[config.mk]
export PLATFORM = sky130hd
export DESIGN_NAME = id_ex_reg_flat
export DESIGN_NICKNAME = d
export VERILOG_FILES = /design/src/rtl/id_ex_if.sv /design/src/rtl/id_ex_reg.sv /design/src/flat_wrapper.sv
export SDC_FILE = /design/constraint.sdc
export NUM_CORES = 1
export LEC_CHECK = 0
export CORE_UTILIZATION = 41
export CTS_CLUSTER_DIAMETER = 80
export DETAILED_ROUTE_END_ITERATION = 6
export HOLD_SLACK_MARGIN = 0.12
export PLACE_DENSITY = 0.89
export SYNTH_ARGS = -nofsm -noshare
export SYNTH_HDL_FRONTEND = slang
export SYNTH_SLANG_ARGS = --single-unit
[constraint.sdc]
create_clock -name clk -period 1.6 [get_ports clk]
set_input_delay 0.4 -clock clk [delete_from_list [all_inputs] [get_ports clk]]
set_output_delay 0.4 -clock clk [all_outputs]
set_load 0.05 [all_outputs]
[src/rtl/id_ex_if.sv]
// ID/EX pipeline register bus: decode-side inputs and EX-side registered outputs.
// master = decode stage / driver, slave = the ID/EX register itself.
`timescale 1ns/1ps
interface id_ex_if #(
    parameter int DATA_W = 32,
    parameter int REG_AW = 5
);
    logic              id_valid_i;
    logic [5:0]        id_opcode_i;
    logic [5:0]        id_funct_i;
    logic [1:0]        id_aluop_i;
    logic              id_regwrite_i;
    logic              id_memread_i;
    logic              id_memwrite_i;
    logic              id_memtoreg_i;
    logic              id_alusrc_i;
    logic              id_regdst_i;
    logic [DATA_W-1:0] id_rs_data_i;
    logic [DATA_W-1:0] id_rt_data_i;
    logic [DATA_W-1:0] id_imm_i;
    logic [REG_AW-1:0] id_rs_i;
    logic [REG_AW-1:0] id_rt_i;
    logic [REG_AW-1:0] id_rd_i;

    logic              ex_valid_o;
    logic [5:0]        ex_opcode_o;
    logic [5:0]        ex_funct_o;
    logic [1:0]        ex_aluop_o;
    logic              ex_regwrite_o;
    logic              ex_memread_o;
    logic              ex_memwrite_o;
    logic              ex_memtoreg_o;
    logic              ex_alusrc_o;
    logic              ex_regdst_o;
    logic [DATA_W-1:0] ex_rs_data_o;
    logic [DATA_W-1:0] ex_rt_data_o;
    logic [DATA_W-1:0] ex_imm_o;
    logic [REG_AW-1:0] ex_rs_o;
    logic [REG_AW-1:0] ex_rt_o;
    logic [REG_AW-1:0] ex_rd_o;

    modport master (
        output id_valid_i, id_opcode_i, id_funct_i, id_aluop_i,
               id_regwrite_i, id_memread_i, id_memwrite_i, id_memtoreg_i,
               id_alusrc_i, id_regdst_i, id_rs_data_i, id_rt_data_i, id_imm_i,
               id_rs_i, id_rt_i, id_rd_i,
        input  ex_valid_o, ex_opcode_o, ex_funct_o, ex_aluop_o,
               ex_regwrite_o, ex_memread_o, ex_memwrite_o, ex_memtoreg_o,
               ex_alusrc_o, ex_regdst_o, ex_rs_data_o, ex_rt_data_o, ex_imm_o,
               ex_rs_o, ex_rt_o, ex_rd_o
    );

    modport slave (
        input  id_valid_i, id_opcode_i, id_funct_i, id_aluop_i,
               id_regwrite_i, id_memread_i, id_memwrite_i, id_memtoreg_i,
               id_alusrc_i, id_regdst_i, id_rs_data_i, id_rt_data_i, id_imm_i,
               id_rs_i, id_rt_i, id_rd_i,
        output ex_valid_o, ex_opcode_o, ex_funct_o, ex_aluop_o,
               ex_regwrite_o, ex_memread_o, ex_memwrite_o, ex_memtoreg_o,
               ex_alusrc_o, ex_regdst_o, ex_rs_data_o, ex_rt_data_o, ex_imm_o,
               ex_rs_o, ex_rt_o, ex_rd_o
    );
endinterface

[src/rtl/id_ex_reg.sv]
// ID/EX pipeline register with flush/stall handling and optional load-use hazard
// detection, enabled by defining IDEX_HAZARD_DETECT_EN.
`timescale 1ns/1ps
module id_ex_reg #(
    parameter int DATA_W = 32,
    parameter int REG_AW = 5
) (
    input  logic   clk,
    input  logic   rst,
    input  logic   stall_i,
    input  logic   flush_i,
    output logic   stall_o,
    id_ex_if.slave bus
);

    typedef struct packed {
        logic              valid;
        logic [5:0]        opcode;
        logic [5:0]        funct;
        logic [1:0]        aluop;
        logic              regwrite;
        logic              memread;
        logic              memwrite;
        logic              memtoreg;
        logic              alusrc;
        logic              regdst;
        logic [DATA_W-1:0] rs_data;
        logic [DATA_W-1:0] rt_data;
        logic [DATA_W-1:0] imm;
        logic [REG_AW-1:0] rs;
        logic [REG_AW-1:0] rt;
        logic [REG_AW-1:0] rd;
    } ex_t;

    ex_t  ex_q;
    ex_t  ex_d;
    logic hazard;

`ifdef IDEX_HAZARD_DETECT_EN
    // A bubble or a $0 destination can never create a dependency.
    assign hazard = ex_q.valid & ex_q.memread & bus.id_valid_i &
                    (ex_q.rt != '0) &
                    ((ex_q.rt == bus.id_rs_i) | (ex_q.rt == bus.id_rt_i));
`else
    assign hazard = 1'b0;
`endif

    assign stall_o = hazard & ~rst & ~flush_i;

    always_comb begin
        ex_d = ex_q;
        if (flush_i) begin
            ex_d = '0;
        end else if (stall_i) begin
            ex_d = ex_q;
        end else if (hazard) begin
            ex_d = '0;
        end else begin
            // Control bits are masked when decode has nothing valid to hand over.
            ex_d.valid    = bus.id_valid_i;
            ex_d.opcode   = bus.id_opcode_i;
            ex_d.funct    = bus.id_funct_i;
            ex_d.aluop    = bus.id_aluop_i;
            ex_d.regwrite = bus.id_regwrite_i & bus.id_valid_i;
            ex_d.memread  = bus.id_memread_i  & bus.id_valid_i;
            ex_d.memwrite = bus.id_memwrite_i & bus.id_valid_i;
            ex_d.memtoreg = bus.id_memtoreg_i & bus.id_valid_i;
            ex_d.alusrc   = bus.id_alusrc_i   & bus.id_valid_i;
            ex_d.regdst   = bus.id_regdst_i   & bus.id_valid_i;
            ex_d.rs_data  = bus.id_rs_data_i;
            ex_d.rt_data  = bus.id_rt_data_i;
            ex_d.imm      = bus.id_imm_i;
            ex_d.rs       = bus.id_rs_i;
            ex_d.rt       = bus.id_rt_i;
            ex_d.rd       = bus.id_rd_i;
        end
    end

    always_ff @(posedge clk) begin
        if (rst) begin
            ex_q <= '0;
        end else begin
            ex_q <= ex_d;
        end
    end

    assign bus.ex_valid_o    = ex_q.valid;
    assign bus.ex_opcode_o   = ex_q.opcode;
    assign bus.ex_funct_o    = ex_q.funct;
    assign bus.ex_aluop_o    = ex_q.aluop;
    assign bus.ex_regwrite_o = ex_q.regwrite;
    assign bus.ex_memread_o  = ex_q.memread;
    assign bus.ex_memwrite_o = ex_q.memwrite;
    assign bus.ex_memtoreg_o = ex_q.memtoreg;
    assign bus.ex_alusrc_o   = ex_q.alusrc;
    assign bus.ex_regdst_o   = ex_q.regdst;
    assign bus.ex_rs_data_o  = ex_q.rs_data;
    assign bus.ex_rt_data_o  = ex_q.rt_data;
    assign bus.ex_imm_o      = ex_q.imm;
    assign bus.ex_rs_o       = ex_q.rs;
    assign bus.ex_rt_o       = ex_q.rt;
    assign bus.ex_rd_o       = ex_q.rd;

endmodule
[src/flat_wrapper.sv]
// flat-port wrapper written by rule: the top's interface ports become plain ports
module id_ex_reg_flat 
#(
    parameter int DATA_W = 32,
    parameter int REG_AW = 5
)
  (clk, rst, stall_i, flush_i, stall_o, bus_id_valid_i, bus_id_opcode_i, bus_id_funct_i, bus_id_aluop_i, bus_id_regwrite_i, bus_id_memread_i, bus_id_memwrite_i, bus_id_memtoreg_i, bus_id_alusrc_i, bus_id_regdst_i, bus_id_rs_data_i, bus_id_rt_data_i, bus_id_imm_i, bus_id_rs_i, bus_id_rt_i, bus_id_rd_i, bus_ex_valid_o, bus_ex_opcode_o, bus_ex_funct_o, bus_ex_aluop_o, bus_ex_regwrite_o, bus_ex_memread_o, bus_ex_memwrite_o, bus_ex_memtoreg_o, bus_ex_alusrc_o, bus_ex_regdst_o, bus_ex_rs_data_o, bus_ex_rt_data_o, bus_ex_imm_o, bus_ex_rs_o, bus_ex_rt_o, bus_ex_rd_o);
  id_ex_if #(.DATA_W(DATA_W), .REG_AW(REG_AW)) bus_i ();
  input  logic clk;
  input  logic rst;
  input  logic stall_i;
  input  logic flush_i;
  output logic stall_o;
  input wire logic [$bits(bus_i.id_valid_i)-1:0] bus_id_valid_i;
  input wire logic [$bits(bus_i.id_opcode_i)-1:0] bus_id_opcode_i;
  input wire logic [$bits(bus_i.id_funct_i)-1:0] bus_id_funct_i;
  input wire logic [$bits(bus_i.id_aluop_i)-1:0] bus_id_aluop_i;
  input wire logic [$bits(bus_i.id_regwrite_i)-1:0] bus_id_regwrite_i;
  input wire logic [$bits(bus_i.id_memread_i)-1:0] bus_id_memread_i;
  input wire logic [$bits(bus_i.id_memwrite_i)-1:0] bus_id_memwrite_i;
  input wire logic [$bits(bus_i.id_memtoreg_i)-1:0] bus_id_memtoreg_i;
  input wire logic [$bits(bus_i.id_alusrc_i)-1:0] bus_id_alusrc_i;
  input wire logic [$bits(bus_i.id_regdst_i)-1:0] bus_id_regdst_i;
  input wire logic [$bits(bus_i.id_rs_data_i)-1:0] bus_id_rs_data_i;
  input wire logic [$bits(bus_i.id_rt_data_i)-1:0] bus_id_rt_data_i;
  input wire logic [$bits(bus_i.id_imm_i)-1:0] bus_id_imm_i;
  input wire logic [$bits(bus_i.id_rs_i)-1:0] bus_id_rs_i;
  input wire logic [$bits(bus_i.id_rt_i)-1:0] bus_id_rt_i;
  input wire logic [$bits(bus_i.id_rd_i)-1:0] bus_id_rd_i;
  output wire logic [$bits(bus_i.ex_valid_o)-1:0] bus_ex_valid_o;
  output wire logic [$bits(bus_i.ex_opcode_o)-1:0] bus_ex_opcode_o;
  output wire logic [$bits(bus_i.ex_funct_o)-1:0] bus_ex_funct_o;
  output wire logic [$bits(bus_i.ex_aluop_o)-1:0] bus_ex_aluop_o;
  output wire logic [$bits(bus_i.ex_regwrite_o)-1:0] bus_ex_regwrite_o;
  output wire logic [$bits(bus_i.ex_memread_o)-1:0] bus_ex_memread_o;
  output wire logic [$bits(bus_i.ex_memwrite_o)-1:0] bus_ex_memwrite_o;
  output wire logic [$bits(bus_i.ex_memtoreg_o)-1:0] bus_ex_memtoreg_o;
  output wire logic [$bits(bus_i.ex_alusrc_o)-1:0] bus_ex_alusrc_o;
  output wire logic [$bits(bus_i.ex_regdst_o)-1:0] bus_ex_regdst_o;
  output wire logic [$bits(bus_i.ex_rs_data_o)-1:0] bus_ex_rs_data_o;
  output wire logic [$bits(bus_i.ex_rt_data_o)-1:0] bus_ex_rt_data_o;
  output wire logic [$bits(bus_i.ex_imm_o)-1:0] bus_ex_imm_o;
  output wire logic [$bits(bus_i.ex_rs_o)-1:0] bus_ex_rs_o;
  output wire logic [$bits(bus_i.ex_rt_o)-1:0] bus_ex_rt_o;
  output wire logic [$bits(bus_i.ex_rd_o)-1:0] bus_ex_rd_o;
  assign bus_i.id_valid_i = bus_id_valid_i;
  assign bus_i.id_opcode_i = bus_id_opcode_i;
  assign bus_i.id_funct_i = bus_id_funct_i;
  assign bus_i.id_aluop_i = bus_id_aluop_i;
  assign bus_i.id_regwrite_i = bus_id_regwrite_i;
  assign bus_i.id_memread_i = bus_id_memread_i;
  assign bus_i.id_memwrite_i = bus_id_memwrite_i;
  assign bus_i.id_memtoreg_i = bus_id_memtoreg_i;
  assign bus_i.id_alusrc_i = bus_id_alusrc_i;
  assign bus_i.id_regdst_i = bus_id_regdst_i;
  assign bus_i.id_rs_data_i = bus_id_rs_data_i;
  assign bus_i.id_rt_data_i = bus_id_rt_data_i;
  assign bus_i.id_imm_i = bus_id_imm_i;
  assign bus_i.id_rs_i = bus_id_rs_i;
  assign bus_i.id_rt_i = bus_id_rt_i;
  assign bus_i.id_rd_i = bus_id_rd_i;
  assign bus_ex_valid_o = bus_i.ex_valid_o;
  assign bus_ex_opcode_o = bus_i.ex_opcode_o;
  assign bus_ex_funct_o = bus_i.ex_funct_o;
  assign bus_ex_aluop_o = bus_i.ex_aluop_o;
  assign bus_ex_regwrite_o = bus_i.ex_regwrite_o;
  assign bus_ex_memread_o = bus_i.ex_memread_o;
  assign bus_ex_memwrite_o = bus_i.ex_memwrite_o;
  assign bus_ex_memtoreg_o = bus_i.ex_memtoreg_o;
  assign bus_ex_alusrc_o = bus_i.ex_alusrc_o;
  assign bus_ex_regdst_o = bus_i.ex_regdst_o;
  assign bus_ex_rs_data_o = bus_i.ex_rs_data_o;
  assign bus_ex_rt_data_o = bus_i.ex_rt_data_o;
  assign bus_ex_imm_o = bus_i.ex_imm_o;
  assign bus_ex_rs_o = bus_i.ex_rs_o;
  assign bus_ex_rt_o = bus_i.ex_rt_o;
  assign bus_ex_rd_o = bus_i.ex_rd_o;
  id_ex_reg #(.DATA_W(DATA_W), .REG_AW(REG_AW)) u_core (.clk(clk), .rst(rst), .stall_i(stall_i), .flush_i(flush_i), .stall_o(stall_o), .bus(bus_i));
endmodule
Word level (Yosys, flattened, before mapping)
Cells that the tools add are included.

operators by class
  add/sub/neg operators = 0
  $mul = 0
  div/mod/pow operators = 0
  order comparisons = 0
  equality and inequality tests = 0
  shift operators = 0
  mux-type cells = 0
  bitwise logic cells = 6
  reductions and logical operators = 1

operator list
  kind             number
  $and 1x1->1      6
  $reduce_or 2->1  1

word-level totals
  bits in registers = 132
  bits in latches = 0
  RAM bits = 0
  memory bits (read-only) = 0
  input port bits = 136
  output and inout port bits = 133
  word-level logic and storage cells = 23
  memories = 0

Depth between registers and ports, before layout
  word-level depth = 1
  mapped depth = 5
  gate-level depth less buffers = 2

Worst setup path after synthesis
No wires, ideal clock.

  kind = input-to-reg
  start = input flush_i
  end = register u_core.ex_q, in the netlist u_core.bus.ex_imm_o[26]
  setup time = 0.066 ns
  arrival time = 1.093 ns
  required time = 1.534 ns
  slack = 0.442 ns
  stages on the path = 5
  path buffers = 3
  cells stage by stage = or2_1 > buf_6 > buf_6 > buf_6 > nor2_1

on the way
  word-level cells in the longest chain between the ends = 1

ends and longest elaborated chain
  element                    RTL line            text
  start, declared            flat_wrapper.sv:12  input logic flush_i;
  $reduce_or 2->1 (no line)  --
  end signal, assigned       id_ex_reg.sv:81     ex_q <= '0;
  end signal, assigned       id_ex_reg.sv:83     ex_q <= ex_d;
  end, declared              id_ex_reg.sv:35     ex_t ex_q;

No other way between the ends.
A chain may end at the register's enable or synchronous reset.

Final worst setup path
  start = register u_core.ex_q, in the netlist u_core.bus.ex_rs_data_o[5]
  end = output bus_ex_rs_data_o[5]

RTL lines
  element        RTL line            text
  end, declared  flat_wrapper.sv:40  output wire logic [$bits(bus_i.ex_rs_data_o)-1:0] bus_ex_rs_data_o;

No word-level cell between the ends.

==> flow_metrics.py <==
metrics = {
    "power_and_ir_drop": {
        "pwr-share-seq_pct": 40.5,
        "vdd_drop_max_v": 0.000880,
        "leakage_nw": 3.97,
        "p_comb_share_pct": 18.4,
        "switching_share_pct": 24.8,
        "p_int_mw": 6.54,
        "power_switching_mw": 2.16,
        "p_clk_share_pct": 41.1,
        "power_density_mw_per_mm2": 930,
    },
    "floorplanning": {
        "row_count": 38,
        "core_mm2": 0.0110,
        "fp.dieH_um": 110,
        "initial_core_util_pct": 43.0,
        "design.die.area_mm2": 0.0120,
        "io_pins": 269,
        "die_width_um": 110,
    },
    "setup_path": {
        "cp.required_ns": 1.20,
        "crit_path_start": "u_core.bus.ex_rs_data_o[5]",
        "rrSetupSlack_ns": 0.81,
        "worst_ep_arrival_time_ns": 1.00,
        "max_stage_delay_ns": 0.42,
        "r2r-start": "u_core.bus.ex_rt_data_o[2]",
        "endpoint_kind": "primary output",
        "path_cells": "buf_12",
        "reg2reg_depth": 2,
        "slowest_stage": "dfxtp_1",
        "critPathMaxFanout": 2,
        "worst-path-buf-inv": 1,
        "cp-start-kind": "flop",
        "r2r-end": "u_core.bus.ex_rt_data_o[2]",
        "worstSetupPathType": "reg -> out",
        "critPathTopFamily": "flip-flops",
    },
    "timing": {
        "final-setup-viol-count": 0,
        "fin_crit_ns": 1.40,
        "final_max_slew_viol_count": 0,
        "rsz0062_at_grt": "no",
        "final_hold_viol_count": 0,
        "min_period_over_period_pct": 87.6,
        "fin_skew_ns": 0,
        "fmax_mhz": 713,
    },
    "final_layout": {
        "seqCellArea_mm2": 0.00264,
        "multi_input_area_mm2": 0.00185,
        "final_common_cell": "buf_12",
        "fillers": 536,
        "area_delta_synth_final_pct": 97.3,
        "final_nets": 836,
        "n_antenna_cell": 0,
        "final_cell_mix": "buf_12 (137), clkdlybuf4s50_1 (134), dfxtp_1 (132)",
        "layoutNonFillerInstCount": 851,
        "drive_above_1_share_pct": 24.5,
        "stdcell_area_mm2": 0.00935,
    },
    "hold_path": {
        "holdPathEnd": "u_core.bus.ex_imm_o[2]",
        "hold_path.class": "in -> reg",
        "hold-path-cell-count": 3,
        "min_from": "stall_i",
    },
    "grt": {
        "overflow": 0,
        "antenna_found_initial": 0,
        "grt_pass1_vias": 4484,
        "grt_pass1_wl_um": 23500,
        "grt.total_usage_pct": 26.8,
        "grt_max_degree": 48,
    },
    "yosys": {
        "synth_area_per_cell_um2": 10.9,
        "yosys_register_bits": 132,
        "syn_area_mm2": 0.00474,
        "yosysSeqAreaShare_pct": 55.8,
        "ys_types": 13,
        "syn_nets": 571,
        "yosysWarningCount": 0,
        "syn_inst": 435,
    },
    "cts": {
        "cts_resized": 0,
        "cts_made_buffers": 17,
        "clockBufferDepth": 2,
        "root_buffer": "clkbuf_16",
        "cts.sinks": 132,
        "cts_setup_buffers": 0,
        "cts_hold_buf": 0,
        "clk_pin_slew_ns": 0.06,
        "h-tree-depth": 4,
        "insertion_delay_ns": 0.41,
        "tritoncts": "done",
    },
    "detailed_routing": {
        "dr_total_vias": 4137,
        "drtIter0Drc": 195,
        "ant_nets": 0,
        "drc": 0,
        "viasPerCell": 4.86,
        "wirelength_um": 16000,
        "first_pass_iters": 4,
        "post_drt_wl_per_cell_um": 18.8,
    },
    "status": {
        "status": "finished, final reports clean",
    },
    "place": {
        "dpl_cell_area_mm2": 0.00880,
        "port_buffers": 267,
        "place_congestion": 0.759,
        "dpl.cell_count": 821,
        "dp_hpwl_um": 11700,
    },
    "run": {
        "maxCapViolCount": 0,
    },
}
flip-flops by register name, summed over array words and instances, names as in the netlist, 2 cells and up:
name / count
u_core.bus.ex_rs_data_o: 32
u_core.bus.ex_rt_data_o: 32
u_core.bus.ex_imm_o: 32
u_core.bus.ex_opcode_o: 6
u_core.bus.ex_rs_o: 5
u_core.bus.ex_aluop_o: 2
u_core.bus.ex_funct_o: 6
u_core.bus.ex_rd_o: 5
u_core.bus.ex_rt_o: 5
per-stage QoR:
step           hold WS [ns]  total power [mW]  utilization [%]  worst slack, ns  setup TNS, ns
2_1_floorplan         0.544              4.27                -            0.442              0
3_3_place_gp          0.488              5.12             79.8           0.0493              0
3_5_place_dp          0.498              5.17             79.8         -0.00356       -0.00356
4_1_cts               0.321              8.76             84.8            0.178              0
5_1_grt               0.340              8.96             84.8            0.178              0
6_report              0.332              8.70             84.8            0.198              0
how the worst max path moves through the flow:
stage,depth (start not counted),slack (ns),endpoint
after global routing,1,0.18,bus_ex_rt_data_o[10]
final,1,0.20,bus_ex_rs_data_o[5]
after detailed placement,4,-0.004,u_core.bus.ex_rt_data_o[20]
after floorplan,5,0.44,u_core.bus.ex_imm_o[26]
after CTS,1,0.18,bus_ex_rs_data_o[5]
after global placement,4,0.05,u_core.bus.ex_opcode_o[4]
final cells by class:
type	count	area share, %
Sequential cell	132	28.3
Clock inverter	5	0.535
Clock buffer	25	5.30
Timing Repair Buffer	277	44.2
Multi-Input combinational cell	272	19.8
Tap cell	140	1.87
cells by family after synthesis:
group | count (synthesis) | share of synthesized area (%)
mux | 126 | 26.6
flops | 132 | 55.8
buf+inv | 31 | 5.17
other cells | 1 | 0.0791
compound gates | 6 | 0.634
simple gates | 139 | 11.7
cells in the mapped netlist:
cell | number | area share [%]
a21oi_1 | 6 | 0.63
nor2_1 | 122 | 9.7
clkbuf_1 | 6 | 0.48
conb_1 | 1 | 0.079
dfxtp_1 | 132 | 56
nand3b_1 | 6 | 0.95
buf_2 | 1 | 0.11
nand2_1 | 6 | 0.48
buf_6 | 10 | 2.4
mux2i_1 | 126 | 27
buf_4 | 14 | 2.2
nor2_2 | 4 | 0.53
or2_1 | 1 | 0.13
power by group through the flow:
stage / clock network [mW] / registers, mW / logic, mW
2_1_floorplan: 0 / 3.89 / 0.384
3_3_place_gp: 0 / 3.57 / 1.55
3_5_place_dp: 0 / 3.59 / 1.59
4_1_cts: 3.63 / 3.52 / 1.61
5_1_grt: 3.77 / 3.53 / 1.66
6_report: 3.58 / 3.52 / 1.60
routing by layer:
| layer | vias up | GRT usage [%] | share of wire [%] |
|---|---|---|---|
| met1 | 1949 | 24.8 | 35 |
| met3 | 34 | 10.5 | 8.4 |
| met2 | 191 | 50.7 | 54 |
| met5 | - | 0 | 0 |
| li1 | 1963 | - | - |
| met4 | 0 | 13.0 | 3.0 |
worst min-delay path, delay by kind of cell:
family	cells	cell delay, ns
buffers and inverters	1	0.14
muxes	1	0.09
and+or+nand+nor	1	0.07
Note: power is estimated with default switching activity, not from simulation.
